`config.mk`:
```
export PLATFORM = sky130hd
export DESIGN_NAME = tcam_arbiter
export DESIGN_NICKNAME = d
export VERILOG_FILES = /design/src/rtl/tcam_arbiter.sv
export SDC_FILE = /design/constraint.sdc
export NUM_CORES = 1
export LEC_CHECK = 0
export CAP_MARGIN = 40
export CORE_ASPECT_RATIO = 1.4
export CORE_UTILIZATION = 44
export DETAILED_ROUTE_END_ITERATION = 10
export GPL_TIMING_DRIVEN = 1
export PLACE_DENSITY = 0.79
export SLEW_MARGIN = 10
export SYNTH_ARGS = -nofsm -noshare
export SYNTH_HDL_FRONTEND = slang
export SYNTH_SLANG_ARGS = --single-unit
```
`constraint.sdc`:
```
create_clock -name clk -period 2.1 [get_ports clk]
set_input_delay 0.42 -clock clk [delete_from_list [all_inputs] [get_ports clk]]
set_output_delay 0.42 -clock clk [all_outputs]
set_load 0.01 [all_outputs]
```
`src/rtl/tcam_arbiter.sv`:
```
// Shares one tcam between a management port and two round-robin search clients.
// States: IDLE arbitrate | WRITE/CLEAR mgmt strobe | SEARCH await valid | ACK await valid low | MDONE/SDONE done pulse
module tcam_arbiter #(
  parameter int WORD_WIDTH = 8,
  parameter int ADDR_WIDTH = 4,
  parameter int DATA_WIDTH = 8,
  parameter int TIMEOUT    = 16
) (
  input  logic                  clk,
  input  logic                  rst,
  input  logic                  m_req,
  input  logic                  m_op,
  input  logic [ADDR_WIDTH-1:0] m_addr,
  input  logic [WORD_WIDTH-1:0] m_word,
  input  logic [WORD_WIDTH-1:0] m_mask,
  input  logic [DATA_WIDTH-1:0] m_data,
  output logic                  m_done,
  input  logic                  s0_req,
  input  logic [WORD_WIDTH-1:0] s0_word,
  output logic                  s0_done,
  output logic                  s0_hit,
  output logic [DATA_WIDTH-1:0] s0_data,
  input  logic                  s1_req,
  input  logic [WORD_WIDTH-1:0] s1_word,
  output logic                  s1_done,
  output logic                  s1_hit,
  output logic [DATA_WIDTH-1:0] s1_data,
  output logic                  busy,
  output logic                  tcam_req,
  output logic                  tcam_opcode,
  output logic                  tcam_clr,
  output logic [WORD_WIDTH-1:0] tcam_word,
  output logic [WORD_WIDTH-1:0] tcam_mask,
  output logic [ADDR_WIDTH-1:0] tcam_addr,
  output logic [DATA_WIDTH-1:0] tcam_data,
  output logic                  tcam_ack,
  input  logic                  tcam_valid,
  input  logic [DATA_WIDTH-1:0] tcam_data_out
);

  localparam int CW = $clog2(TIMEOUT);
  localparam logic [CW-1:0] CNT_LOAD = CW'(TIMEOUT - 1);

  typedef enum logic [2:0] {
    S_IDLE, S_WRITE, S_CLEAR, S_SEARCH, S_ACK, S_MDONE, S_SDONE
  } state_t;

  state_t                state_q, state_d;
  logic [CW-1:0]         cnt_q, cnt_d;
  logic                  rr_q, rr_d;
  logic                  gnt_q, gnt_d;
  logic                  hit_q, hit_d;
  logic [DATA_WIDTH-1:0] res_q, res_d;
  logic                  pick;

  logic                  tcam_req_q, tcam_req_d;
  logic                  tcam_opcode_q, tcam_opcode_d;
  logic                  tcam_clr_q, tcam_clr_d;
  logic                  tcam_ack_q, tcam_ack_d;
  logic [WORD_WIDTH-1:0] tcam_word_q, tcam_word_d;
  logic [WORD_WIDTH-1:0] tcam_mask_q, tcam_mask_d;
  logic [ADDR_WIDTH-1:0] tcam_addr_q, tcam_addr_d;
  logic [DATA_WIDTH-1:0] tcam_data_q, tcam_data_d;
  logic                  m_done_q, m_done_d;
  logic                  s0_done_q, s0_done_d;
  logic                  s1_done_q, s1_done_d;
  logic                  s0_hit_q, s0_hit_d;
  logic                  s1_hit_q, s1_hit_d;
  logic [DATA_WIDTH-1:0] s0_data_q, s0_data_d;
  logic [DATA_WIDTH-1:0] s1_data_q, s1_data_d;
  logic                  busy_q, busy_d;

  always_comb begin
    state_d       = state_q;
    cnt_d         = cnt_q;
    rr_d          = rr_q;
    gnt_d         = gnt_q;
    hit_d         = hit_q;
    res_d         = res_q;
    tcam_opcode_d = tcam_opcode_q;
    tcam_word_d   = tcam_word_q;
    tcam_mask_d   = tcam_mask_q;
    tcam_addr_d   = tcam_addr_q;
    tcam_data_d   = tcam_data_q;
    s0_hit_d      = s0_hit_q;
    s0_data_d     = s0_data_q;
    s1_hit_d      = s1_hit_q;
    s1_data_d     = s1_data_q;
    // on a tie the client not granted last time wins
    pick          = (s0_req && s1_req) ? ~rr_q : s1_req;

    case (state_q)
      S_IDLE: begin
        if (m_req) begin
          state_d       = m_op ? S_CLEAR : S_WRITE;
          tcam_opcode_d = 1'b0;
          tcam_addr_d   = m_addr;
          tcam_word_d   = m_word;
          tcam_mask_d   = m_mask;
          tcam_data_d   = m_data;
        end else if (s0_req || s1_req) begin
          state_d       = S_SEARCH;
          gnt_d         = pick;
          rr_d          = pick;
          tcam_opcode_d = 1'b1;
          tcam_word_d   = pick ? s1_word : s0_word;
          tcam_mask_d   = '1;
          cnt_d         = CNT_LOAD;
        end
      end
      S_WRITE, S_CLEAR: state_d = S_MDONE;
      S_SEARCH: begin
        if (tcam_valid) begin
          hit_d   = 1'b1;
          res_d   = tcam_data_out;
          cnt_d   = CNT_LOAD;
          state_d = S_ACK;
        end else if (cnt_q == '0) begin
          hit_d   = 1'b0;
          res_d   = '0;
          state_d = S_SDONE;
        end else begin
          cnt_d = cnt_q - CW'(1);
        end
      end
      S_ACK: begin
        if (!tcam_valid || cnt_q == '0) state_d = S_SDONE;
        else cnt_d = cnt_q - CW'(1);
      end
      default: state_d = S_IDLE;
    endcase

    // outputs are decoded from the next state so they appear registered with the state
    tcam_req_d = (state_d == S_WRITE) || (state_d == S_SEARCH);
    tcam_clr_d = (state_d == S_CLEAR);
    tcam_ack_d = (state_d == S_ACK);
    m_done_d   = (state_d == S_MDONE);
    s0_done_d  = (state_d == S_SDONE) && !gnt_d;
    s1_done_d  = (state_d == S_SDONE) && gnt_d;
    busy_d     = (state_d != S_IDLE);
    if (s0_done_d) begin
      s0_hit_d  = hit_d;
      s0_data_d = res_d;
    end
    if (s1_done_d) begin
      s1_hit_d  = hit_d;
      s1_data_d = res_d;
    end
  end

  always_ff @(posedge clk) begin
    if (rst) begin
      state_q       <= S_IDLE;
      cnt_q         <= '0;
      rr_q          <= 1'b1;
      gnt_q         <= 1'b0;
      hit_q         <= 1'b0;
      res_q         <= '0;
      tcam_req_q    <= 1'b0;
      tcam_opcode_q <= 1'b0;
      tcam_clr_q    <= 1'b0;
      tcam_ack_q    <= 1'b0;
      tcam_word_q   <= '0;
      tcam_mask_q   <= '0;
      tcam_addr_q   <= '0;
      tcam_data_q   <= '0;
      m_done_q      <= 1'b0;
      s0_done_q     <= 1'b0;
      s1_done_q     <= 1'b0;
      s0_hit_q      <= 1'b0;
      s0_data_q     <= '0;
      s1_hit_q      <= 1'b0;
      s1_data_q     <= '0;
      busy_q        <= 1'b0;
    end else begin
      state_q       <= state_d;
      cnt_q         <= cnt_d;
      rr_q          <= rr_d;
      gnt_q         <= gnt_d;
      hit_q         <= hit_d;
      res_q         <= res_d;
      tcam_req_q    <= tcam_req_d;
      tcam_opcode_q <= tcam_opcode_d;
      tcam_clr_q    <= tcam_clr_d;
      tcam_ack_q    <= tcam_ack_d;
      tcam_word_q   <= tcam_word_d;
      tcam_mask_q   <= tcam_mask_d;
      tcam_addr_q   <= tcam_addr_d;
      tcam_data_q   <= tcam_data_d;
      m_done_q      <= m_done_d;
      s0_done_q     <= s0_done_d;
      s1_done_q     <= s1_done_d;
      s0_hit_q      <= s0_hit_d;
      s0_data_q     <= s0_data_d;
      s1_hit_q      <= s1_hit_d;
      s1_data_q     <= s1_data_d;
      busy_q        <= busy_d;
    end
  end

  assign tcam_req    = tcam_req_q;
  assign tcam_opcode = tcam_opcode_q;
  assign tcam_clr    = tcam_clr_q;
  assign tcam_ack    = tcam_ack_q;
  assign tcam_word   = tcam_word_q;
  assign tcam_mask   = tcam_mask_q;
  assign tcam_addr   = tcam_addr_q;
  assign tcam_data   = tcam_data_q;
  assign m_done      = m_done_q;
  assign s0_done     = s0_done_q;
  assign s1_done     = s1_done_q;
  assign s0_hit      = s0_hit_q;
  assign s0_data     = s0_data_q;
  assign s1_hit      = s1_hit_q;
  assign s1_data     = s1_data_q;
  assign busy        = busy_q;

endmodule

```
### After elaboration in Yosys (flattened, before gate mapping)

Index checks and enable logic that the tools add are counted.

| storage, ports and cells | value |
|---|---|
| bits in registers | 72 |
| output and inout bits | 54 |
| input port bits | 59 |
| logic and storage cells | 87 |

| cells by class | value |
|---|---|
| $add $sub $neg | 1 |
| reduce and logical (&&, ||, !) cells | 18 |
| multiplexer cells | 30 |
| eq/ne operators | 14 |
| bitwise operators | 2 |

Operators by type and width:

| operator | count |
|---|---|
| $mux W8 | 8 |
| $mux W4 | 5 |
| $mux W3 | 5 |
| $eq A3 B2 Y1 const B | 4 |
| $eq A3 B3 Y1 const B | 4 |
| $pmux W3 S4 | 1 |
| $pmux W4 S3 | 1 |
| $mux W1 | 9 |
| $eq A3 B1 Y1 const B | 2 |
| $ne A2 B2 Y1 const B | 3 |
| $reduce_bool A3 Y1 | 2 |
| $reduce_and A5 Y1 | 1 |
| $logic_not A4 Y1 | 1 |
| $reduce_and A2 Y1 | 2 |
| $sub A4 B1 Y4 const B | 1 |
| $logic_and A1 B1 Y1 | 3 |
| $logic_not A3 Y1 | 1 |
| $logic_or A1 B1 Y1 | 3 |
| $ne A3 B3 Y1 const B | 1 |
| $reduce_and A3 Y1 | 1 |
| $logic_not A1 Y1 | 2 |
| $mux W2 | 1 |
| $not A1 Y1 | 2 |
| $reduce_bool A2 Y1 | 1 |
| $reduce_or A2 Y1 | 1 |

### Longest topological paths before layout

Gate-level depths: netlist of the first run.

| depth | value |
|---|---|
| depth after elaboration | 7 |
| gate-level depth with buffers | 8 |
| depth with buffers taken out | 7 |

### Worst setup path before layout of the first run

Ideal clock, no wire load.

| timing | value |
|---|---|
| path type | register to register |
| start point | register cnt_q[0] |
| end point | register s1_hit_q (netlist: s1_hit) |
| path slack | 0.292 ns |
| clock period less this slack | 1.808 ns |
| cell stages (with the launch flop) | 8 |
| arrival | 1.687 ns |
| setup time | 0.121 ns |
| path buffers | 1 |
| data required time | 1.979 ns |
| path through | dfxtp_1 -> inv_1 -> ha_1 -> or3b_1 -> o22ai_2 -> nand2b_1 -> buf_6 -> mux2_4 |

| between the ends | value |
|---|---|
| word-level cells in the longest chain between the ends | 6 |
| elaborated cells on any way between the ends | 11 |
| those cells by class | 1 x eq/ne; 7 x mux; 3 x reduce/logical |

Ends and longest elaborated chain:

| item | line | source |
|---|---|---|
| start: declaration | 49 | `logic [CW-1:0] cnt_q, cnt_d;` |
| start signal: assignment | 177 | `cnt_q <= cnt_d;` |
| $logic_not A4 Y1 * | 118, 127 |  |
| $mux W3 or $logic_or A1 B1 Y1 (tied branches) | 118, 127 |  |
| $mux W3 (on tied branches) | 113, 127 |  |
| $pmux W3 S4 | 92 | `case (state_q)` |
| $eq A3 B3 Y1 | 139 | `s1_done_d = (state_d == S_SDONE) && gnt_d;` |
| $logic_and A1 B1 Y1 | 139 |  |
| end signal: assignment | 195 | `s1_hit_q <= s1_hit_d;` |
| end: declaration | 68 | `logic s1_hit_q, s1_hit_d;` |

Mark *: on every way between the ends. The rest lies on a longest branch, timed or not.
A chain may end at the register's enable or synchronous reset.

### Worst setup path after layout of the first run

| timing | value |
|---|---|
| start point | register cnt_q[0] |
| end point | register s1_done_q (netlist: s1_done) |

| between the ends | value |
|---|---|
| word-level cells in the longest chain between the ends | 6 |
| elaborated cells on any way between the ends | 8 |
| those cells by class | 1 x eq/ne; 4 x mux; 3 x reduce/logical |

Ends and longest elaborated chain:

| item | line | source |
|---|---|---|
| $logic_not A4 Y1 * | 118, 127 |  |
| $mux W3 or $logic_or A1 B1 Y1 (tied branches) | 118, 127 |  |
| $mux W3 (on tied branches) | 113, 127 |  |
| $pmux W3 S4 * | 92 |  |
| $eq A3 B3 Y1 * | 139 |  |
| $logic_and A1 B1 Y1 * | 139 |  |
| end signal: assignment | 192 | `s1_done_q <= s1_done_d;` |
| end: declaration | 66 | `logic s1_done_q, s1_done_d;` |

Marked as above.

==> results.yml, run 1 <==
worst_setup_path:
  worst_ep_arrival_time_ns: 2.15
  rr_endpoint: "s1_done"
  crit_required_ns: 2.33
  reg2regPathDepth: 6
  cp-start-kind: "flip-flop"
  cp_max_fo: 4
  ff2ff_setup_slack_ns: 0.18
  r2r_start: "cnt_q[0]"
  worstSetupPathType: "flip-flop to flip-flop"
  end_kind: "flip-flop"
synth:
  synth_area_leaders: "dfxtp_1, mux2i_1, nand2_1, nand2b_1, a21oi_1"
  ys.flop_type: "dfxtp_1"
  syn_nets: 401
  yosys.area.top_type_share_pct: 46.7
  async_flop_share_pct: 0
  yosysUniqueCellTypes: 46
  synth_area_um2: 3090
  synth_area_leader_cell: "dfxtp_1"
  synth_edf_count: 0
  synth_seq_cells: 72
  synth.avg_cell_area_um2: 9.06
  synth_common_cells: "dfxtp_1, nand2_1, mux2i_1"
  ys_warn_count: 0
  netlist_instances: 341
  yosysMostFrequentCell: "dfxtp_1"
  ys_seq_area_share_pct: 46.7
sta:
  hold_slack_ns: 0.457
  period_share_pct: 91.3
  slew_headroom_pct: 69.1
  skew_ns: 0.00833
  min_period_ns: 1.92
  worst_slew_pin_slew_ns: 0.464
  fmax_ghz: 0.522
  setup_viol: 0
  hold_viol: 0
  rsz0062_at_grt: "false"
  finalWorstSetupSlack_ns: 0.183
  slew_violations: 0
placed_design:
  place.gp.congestion: 0.791
  port_buffers: 112
  placed_area_um2: 4390
  place_hpwl_mm: 5.54
  post-place-ws_ns: -0.0729
finish:
  design_area_um2: 4620
  final_util_pct: 69.0
  num_antenna_cells: 0
  fillerInstances: 552
  multi_input_area_um2: 1500
  area.sequential_um2: 1440
  drive_gt1_share_pct: 11.5
  area_growth_pct: 49.6
  fin_nets: 525
clock_network:
  clockBufferDepth: 2
  cts_tree: "built"
  post_cts_buffers: 0
  cts_root_buffer: "clkbuf_8"
  cts.sinks: 72
  postCtsHoldBufs: 0
  cts_resized: 0
  h-tree-depth: 3
  numCtsBuffers: 9
  cts.clk_slew.worst_paths_ns: 0.07
  insertion_delay_ns: 0.34
floorplan:
  rows: 35
  dieWidth_um: 72.8
  start_util_pct: 46.1
  ios: 113
  die_h_um: 101
  core_um2: 6700
  die_area_um2: 7360
global_routing:
  first_global_vias: 2678
  antenna_found_initial: 0
  grt_max_degree: 27
  grt_first_pass_wirelength_mm: 12.3
  grt_overflow: 0
  track_usage_pct: 21.7
routing:
  vias: 2733
  drt-initial-drc-count: 94
  first_pass_iters: 4
  drc: 0
  ant_nets: 0
  vias_per_cell: 4.87
  totalWireLength_mm: 7.43
  wire_per_inst_um: 13.2
pwr:
  p_leak_nw: 1.90
  powerDensity_nw_per_um2: 924
  ir_worst_vdd_mv: 0.466
worst_hold_path:
  hold_end: "tcam_data[0]"
  min_path_type: "flip-flop to flip-flop"
  min-delay-start: "tcam_data[0]"
  whs_path_depth: 2
outcome:
  status: "finished clean"
flow_run:
  drv_cap: 0
-- through the flow --
step	total power, mW	std cells	TNS [ns]
2_1_floorplan	2.45	341	0
3_3_place_gp	3.00	546	0
3_5_place_dp	3.03	546	-0.381
4_1_cts	4.31	561	0
5_1_grt	4.51	561	0
6_report	4.27	561	0
-- area by class of cell --
class / instances / share of cell area, %
multi-input cells: 239 / 32.5
clock inverters: 6 / 2.36
inverters: 11 / 0.893
clock buffers: 9 / 2.68
repair buffers: 132 / 27.9
flip-flops and latches: 72 / 31.2
well taps: 92 / 2.49
-- how the worst max path moves through the flow --
stage,start,to,slack [ns],cells after the start
floorplan,cnt_q[0],s1_hit,0.29,7
global placement,m_req,s1_data[0],0.03,7
detailed placement,m_req,s1_data[0],-0.07,7
CTS,cnt_q[0],s1_done,0.12,6
global route,cnt_q[0],s1_done,0.02,6
finish,cnt_q[0],s1_done,0.18,6
-- sequential cells by signal, summed over array words and instances (netlist names), 4 cells and up --
signal / flops
res_q: 8
s0_data: 8
s1_data: 8
tcam_data: 8
tcam_mask: 8
tcam_word: 8
cnt_q: 4
tcam_addr: 4
-- report_power, final --
group	internal [mW]	leakage [nW]	switching (mW)
Clock	0.780	0.119	0.493
Combinational	0.720	1.19	0.630
Sequential	1.53	0.588	0.112
Total	3.03	1.90	1.24
-- cell families after synthesis --
family	after synthesis	synth area share, %
mux	34	11.2
simple gates	137	23.2
compound gates	66	13.4
flops	72	46.7
fa+ha+maj	1	0.405
buf+inv	30	4.78
xor+xnor	1	0.284
-- routing by layer --
metal  wire, um  share of wire [%]  GRT usage (%)  vias up
li1           -                  -              -     1401
met1       3050                 41           24.0     1221
met2       3710                 50           38.2       96
met3        466                6.3           5.37       15
met4        194                2.6           10.6        0
met5          0                  0              0        -
-- cells in the final DEF (no fill, tap or decap), types with 6 or more instances in the layout --
cell	count
clkdlybuf4s50_1	111
dfxtp_1	72
nand2_1	54
mux2i_1	32
nor2_1	27
a21oi_1	23
o21ai_0	20
nand2b_1	20
buf_4	18
inv_1	11
a21o_1	9
nand3b_1	9
clkbuf_8	9
nor3_1	6
-- worst max-delay path: stages (launching register included) --
cell and delay (ns):
dfxtp_1 0.33, inv_1 0.06, ha_1 0.19, or3b_1 0.43
o21ai_0 0.35, a22oi_4 0.16, nor4b_1 0.29
No activity file was read; power rests on OpenSTA's default activity.
==> run 2: changes to the inputs <==
- CORE_UTILIZATION: 44 -> 46
- CTS_BUF_LIST: default -> sky130_fd_sc_hd__clkbuf_8
- PLACE_DENSITY: 0.79 -> 0.82
==> run 2 against run 1 <==
Effect of this change: global-route usage up 1.1 points; sequential cell count unchanged; clock skew decreased by 0.0030 ns; setup slack improved by 0.054 ns; power grew 4.0%; critical path type unchanged; sequential power about the same; maximum frequency up 2.9%; via count rose by 3.0%; register-to-register slack better by 0.05 ns; the flow now finishes with violations (DRC); non-clock buffer count unchanged; cell count decreased by 3.0%; clock-buffer cell count increased by 1.
==> results.yml, run 2 (synthesis gave the netlist of run 1 again) <==
outcome:
  status: "complete, but fails checks"
  violations: "DRC"
finish:
  num_antenna_cells: 0
  area_growth_pct: 50.1
  drive_gt1_share_pct: 11.5
  fin_nets: 525
  fillerInstances: 536
  mostFrequentLayoutCell: "clkdlybuf4s50_1"
  final_cell_mix: "clkdlybuf4s50_1, dfxtp_1, nand2_1"
  design_area_um2: 4640
worst_setup_path:
  rr_endpoint: "s1_data[7]"
  critical-path-top-delay-family: "simple AND/OR/NAND/NOR gates"
  reg2regPathDepth: 8
  end_kind: "flip-flop"
  startpoint: "cnt_q[0]"
  cp-start-kind: "flip-flop"
  r2r_start: "cnt_q[0]"
  endpoint: "s1_data[7]"
  crit_chain: "inv_1, ha_1, nor3b_2, a21oi_1, o22ai_2, nand2b_1, buf_4, mux2i_1"
  worst-path-buf-inv: 2
  cp_max_fo: 8
  crit_cells: 8
  ff2ff_setup_slack_ns: 0.24
  crit_required_ns: 2.32
  worstSetupPathType: "flip-flop to flip-flop"
  crit_path_max_incr_delay_ns: 0.36
  critical-path-slowest-cell: "nor3b_2"
  worst_ep_arrival_time_ns: 2.09
pwr:
  comb_power_share_pct: 30.7
  p_sw_mw: 1.25
  power_mw: 4.44
  intPower_mw: 3.19
  p_leak_nw: 1.91
  p_seq_share_pct: 36.9
  swShare_pct: 28.3
  powerDensity_nw_per_um2: 958
  p_clk_share_pct: 32.4
  ir_worst_vdd_mv: 0.524
clock_network:
  post_cts_buffers: 0
  insertion_delay_ns: 0.34
  cts.clk_slew.worst_paths_ns: 0.08
  numCtsBuffers: 9
  clockBufferDepth: 2
  postCtsHoldBufs: 0
  cts.sinks: 72
  cts_root_buffer: "clkbuf_8"
  cts_tree: "built"
  cts_resized: 0
  h-tree-depth: 3
sta:
  skew_ns: 0.00531
  fmax_ghz: 0.537
  slew_violations: 0
  period_share_pct: 88.7
  hold_viol: 0
  setup_viol: 0
  setup-tns-final_ns: 0
  slew_headroom_pct: 64.5
  rsz0062_at_grt: "false"
  min_period_ns: 1.86
  worst_slew_pin_slew_ns: 0.532
  finalWorstSetupSlack_ns: 0.237
global_routing:
  grt_overflow: 0
  first_global_vias: 2741
  grt_first_pass_wirelength_mm: 12.6
  track_usage_pct: 22.7
  grt_max_degree: 35
  antenna_found_initial: 0
routing:
  totalWireLength_mm: 7.83
  wire_per_inst_um: 14.4
  vias: 2814
  ant_nets: 0
  drc: 11
  drt-initial-drc-count: 146
  vias_per_cell: 5.17
  first_pass_iters: 7
placed_design:
  post-place-ws_ns: -0.0863
  placed_area_um2: 4370
  place.gp.congestion: 0.793
  place_hpwl_mm: 5.77
  port_buffers: 112
worst_hold_path:
  whs_path_depth: 2
  min_path_type: "flip-flop to flip-flop"
flow_run:
  drv_cap: 0
floorplan:
  start_util_pct: 47.3
  ios: 113
  core_um2: 6530
  die_h_um: 99.0
  die_area_um2: 7050
  rows: 35
  dieWidth_um: 71.3
==> run 2: through the flow <==
step	hold WS (ns)	std cells	util, %
after floorplan	0.461	341	-
after global placement	0.441	528	66.9
after detailed placement	0.448	528	66.9
after CTS	0.461	544	71.0
after global routing	0.486	544	71.0
final	0.461	544	71.0
==> run 2: metal layers <==
| metal | global-route usage [%] | wire length (um) |
|---|---|---|
| met4 | 7.85 | 161 |
| met1 | 24.3 | 3120 |
| met2 | 42.3 | 4100 |
| met5 | 0 | 0 |
| met3 | 5.93 | 452 |
==> run 2: final cells by class <==
type	instances	area, um2	area share [%]
Multi-Input combinational cell	239	1500	32.4
Sequential cell	72	1440	31.1
Timing Repair Buffer	132	1290	27.9
Clock buffer	10	138	2.97
Clock inverter	6	131	2.83
Tap cell	74	92.6	2.00
Inverter	11	41.3	0.891
==> run 2: power by group through the flow <==
| stage | logic (mW) | registers [mW] | clock network, mW |
|---|---|---|---|
| 2_1_floorplan | 0.732 | 1.72 | 0 |
| 3_3_place_gp | 1.34 | 1.66 | 0 |
| 3_5_place_dp | 1.36 | 1.67 | 0 |
| 4_1_cts | 1.37 | 1.64 | 1.46 |
| 5_1_grt | 1.49 | 1.66 | 1.52 |
| 6_report | 1.36 | 1.64 | 1.44 |
==> run 2: how the worst min path moves through the flow <==
stage | from | endpoint | slack (ns)
after global routing | tcam_addr[0] | tcam_addr[0] | 0.49
after global placement | tcam_data[6] | tcam_data[6] | 0.44
after floorplan | cnt_q[0] | cnt_q[0] | 0.46
after detailed placement | tcam_addr[3] | tcam_addr[3] | 0.45
final | tcam_data[4] | tcam_data[4] | 0.46
after CTS | tcam_addr[0] | tcam_addr[0] | 0.46
==> run 2: tightest hold or removal path, delay by kind of cell (launching register included) <==
| family | cells | cell delay (ns) |
|---|---|---|
| AO/OA/AOI/OAI | 1 | 0.05 |
| flip-flops | 1 | 0.31 |
| AND/OR/NAND/NOR | 1 | 0.05 |
==> run 3: changes to the inputs <==
--- a/config.mk
+++ b/config.mk
@@ -11,2 +11,3 @@
 export CTS_BUF_LIST = sky130_fd_sc_hd__clkbuf_8
+export CTS_CLUSTER_DIAMETER = 150
 export DETAILED_ROUTE_END_ITERATION = 10
==> constraint.sdc (replaced) <==
create_clock -name clk -period 2.1 [get_ports clk]
set_input_delay 0.315 -clock clk [delete_from_list [all_inputs] [get_ports clk]]
set_output_delay 0.315 -clock clk [all_outputs]
set_load 0.01 [all_outputs]
==> run 3 against run 2 <==
Effect of this change: the flow still finishes with violations (DRC); sequential cell count unchanged; hold slack got worse by 0.0059 ns; core utilization fell by 0.79 points; clock-buffer cell count unchanged; wire length down 3.9%; clock power about the same; die area unchanged; sequential share of layout area rose by 0.35 points; global-route usage decreased by 0.34 points; critical path depth down 1; largest cell class unchanged; setup slack worse by 0.041 ns.
==> results.yml, run 3 (synthesis gave the netlist of run 1 again) <==
finish:
  mostFrequentLayoutCell: "clkdlybuf4s50_1"
  final_cell_mix: "clkdlybuf4s50_1, dfxtp_1, nand2_1"
  area_growth_pct: 48.4
  drive_gt1_share_pct: 10.8
  fin_nets: 520
  num_antenna_cells: 0
  final_util_pct: 70.3
placed_design:
  place_hpwl_mm: 5.35
  place.gp.congestion: 0.800
  port_buffers: 112
sta:
  setup-tns-final_ns: 0
  fmax_ghz: 0.525
  period_share_pct: 90.6
  setup_viol: 0
  rsz0062_at_grt: "false"
  worst_slew_pin_slew_ns: 0.677
  slew_headroom_pct: 54.9
  skew_ns: 0.0105
  slew_violations: 0
  hold_viol: 0
  min_period_ns: 1.90
routing:
  drc: 13
  totalWireLength_mm: 7.52
  wire_per_inst_um: 14.0
  vias: 2777
  first_pass_iters: 7
  ant_nets: 0
  drt-initial-drc-count: 129
  vias_per_cell: 5.15
pwr:
  p_clk_share_pct: 32.6
  comb_power_share_pct: 30.0
  powerDensity_nw_per_um2: 962
  swShare_pct: 28.3
  p_leak_nw: 1.89
  ir_worst_vdd_mv: 0.604
  intPower_mw: 3.16
  p_sw_mw: 1.25
  p_seq_share_pct: 37.3
clock_network:
  insertion_delay_ns: 0.35
  cts_resized: 0
  cts_root_buffer: "clkbuf_8"
  postCtsHoldBufs: 0
  cts.clk_slew.worst_paths_ns: 0.08
  clockBufferDepth: 2
  cts.sinks: 72
  numCtsBuffers: 9
  h-tree-depth: 3
  cts_tree: "built"
  post_cts_buffers: 0
outcome:
  status: "complete, but fails checks"
  violations: "DRC"
worst_setup_path:
  startpoint: "m_req"
  cp_max_fo: 8
  ff2ff_setup_slack_ns: 0.21
  worstSetupPathType: "input pin to flip-flop"
  crit_required_ns: 2.37
  cp-start-kind: "input pin"
  worst_ep_arrival_time_ns: 2.18
  r2r_start: "cnt_q[0]"
  end_kind: "flip-flop"
floorplan:
  die_h_um: 99.0
  die_area_um2: 7050
  ios: 113
  dieWidth_um: 71.3
  core_um2: 6530
  rows: 35
  start_util_pct: 47.3
global_routing:
  grt_overflow: 0
  first_global_vias: 2680
  grt_first_pass_wirelength_mm: 12.3
  grt_max_degree: 43
  antenna_found_initial: 0
  track_usage_pct: 22.4
flow_run:
  drv_cap: 0
worst_hold_path:
  min-delay-start: "tcam_data[5]"
  min_path_type: "flip-flop to flip-flop"
==> run 3: cell types whose count changed in the layout (fill, tap and decap cells not counted) <==
cell,before,now
buf_4,18,14
clkinv_2,0,2
buf_12,2,1
clkinvlp_4,1,0
inv_1,12,11
==> run 3: final cells by class <==
class	instances	area, um2
Sequential cell	72	1440
Timing Repair Buffer	127	1240
Clock buffer	10	138
Clock inverter	6	130
Multi-Input combinational cell	239	1500
Inverter	11	41.3
Tap cell	74	92.6
Fill cell	519	1940
==> run 3: metrics by stage <==
| stage | total power [mW] | hold WS [ns] | std cells | cell area (um2) | setup slack [ns] |
|---|---|---|---|---|---|
| final | 4.41 | 0.455 | 539 | 4580 | 0.197 |
| after global routing | 4.63 | 0.470 | 539 | 4580 | 0.0308 |
| after CTS | 4.44 | 0.456 | 539 | 4580 | 0.144 |
| after detailed placement | 2.99 | 0.446 | 523 | 4320 | -0.0382 |
| after global placement | 2.96 | 0.442 | 523 | 4320 | 0.0799 |
| after floorplan | 2.45 | 0.451 | 341 | 3090 | 0.292 |
==> run 3: final timing paths <==
path / to / cells past startpoint
min: tcam_data[5] / 2
max: s1_data[4] / 7
max reg2reg: s1_data[4] / 8
min reg2reg: tcam_data[5] / 2
==> run 3: critical path, cell delays in order <==
cell,delay [ns]
clkdlybuf4s50_1,0.53
nor4_4,0.42
o21ai_2,0.12
a22oi_2,0.20
nand2b_1,0.18
buf_4,0.21
mux2i_1,0.20
==> run 3: power by group through the flow <==
| stage | Sequential (mW) | Combinational, mW | Clock [mW] |
|---|---|---|---|
| after floorplan | 1.72 | 0.732 | 0 |
| after global placement | 1.67 | 1.30 | 0 |
| after detailed placement | 1.68 | 1.32 | 0 |
| after CTS | 1.65 | 1.34 | 1.46 |
| after global routing | 1.67 | 1.45 | 1.51 |
| final | 1.65 | 1.32 | 1.44 |
==> run 3: routing by layer <==
metal  part of all wire [%]  routed length (um)  up-vias  track usage (%)
met4                    1.8                 134        0             10.3
met5                      0                   0        -                0
met1                     41                3100     1281             25.4
li1                       -                   -     1389                -
met2                     51                3830       95             39.0
met3                    6.1                 457       12             5.52
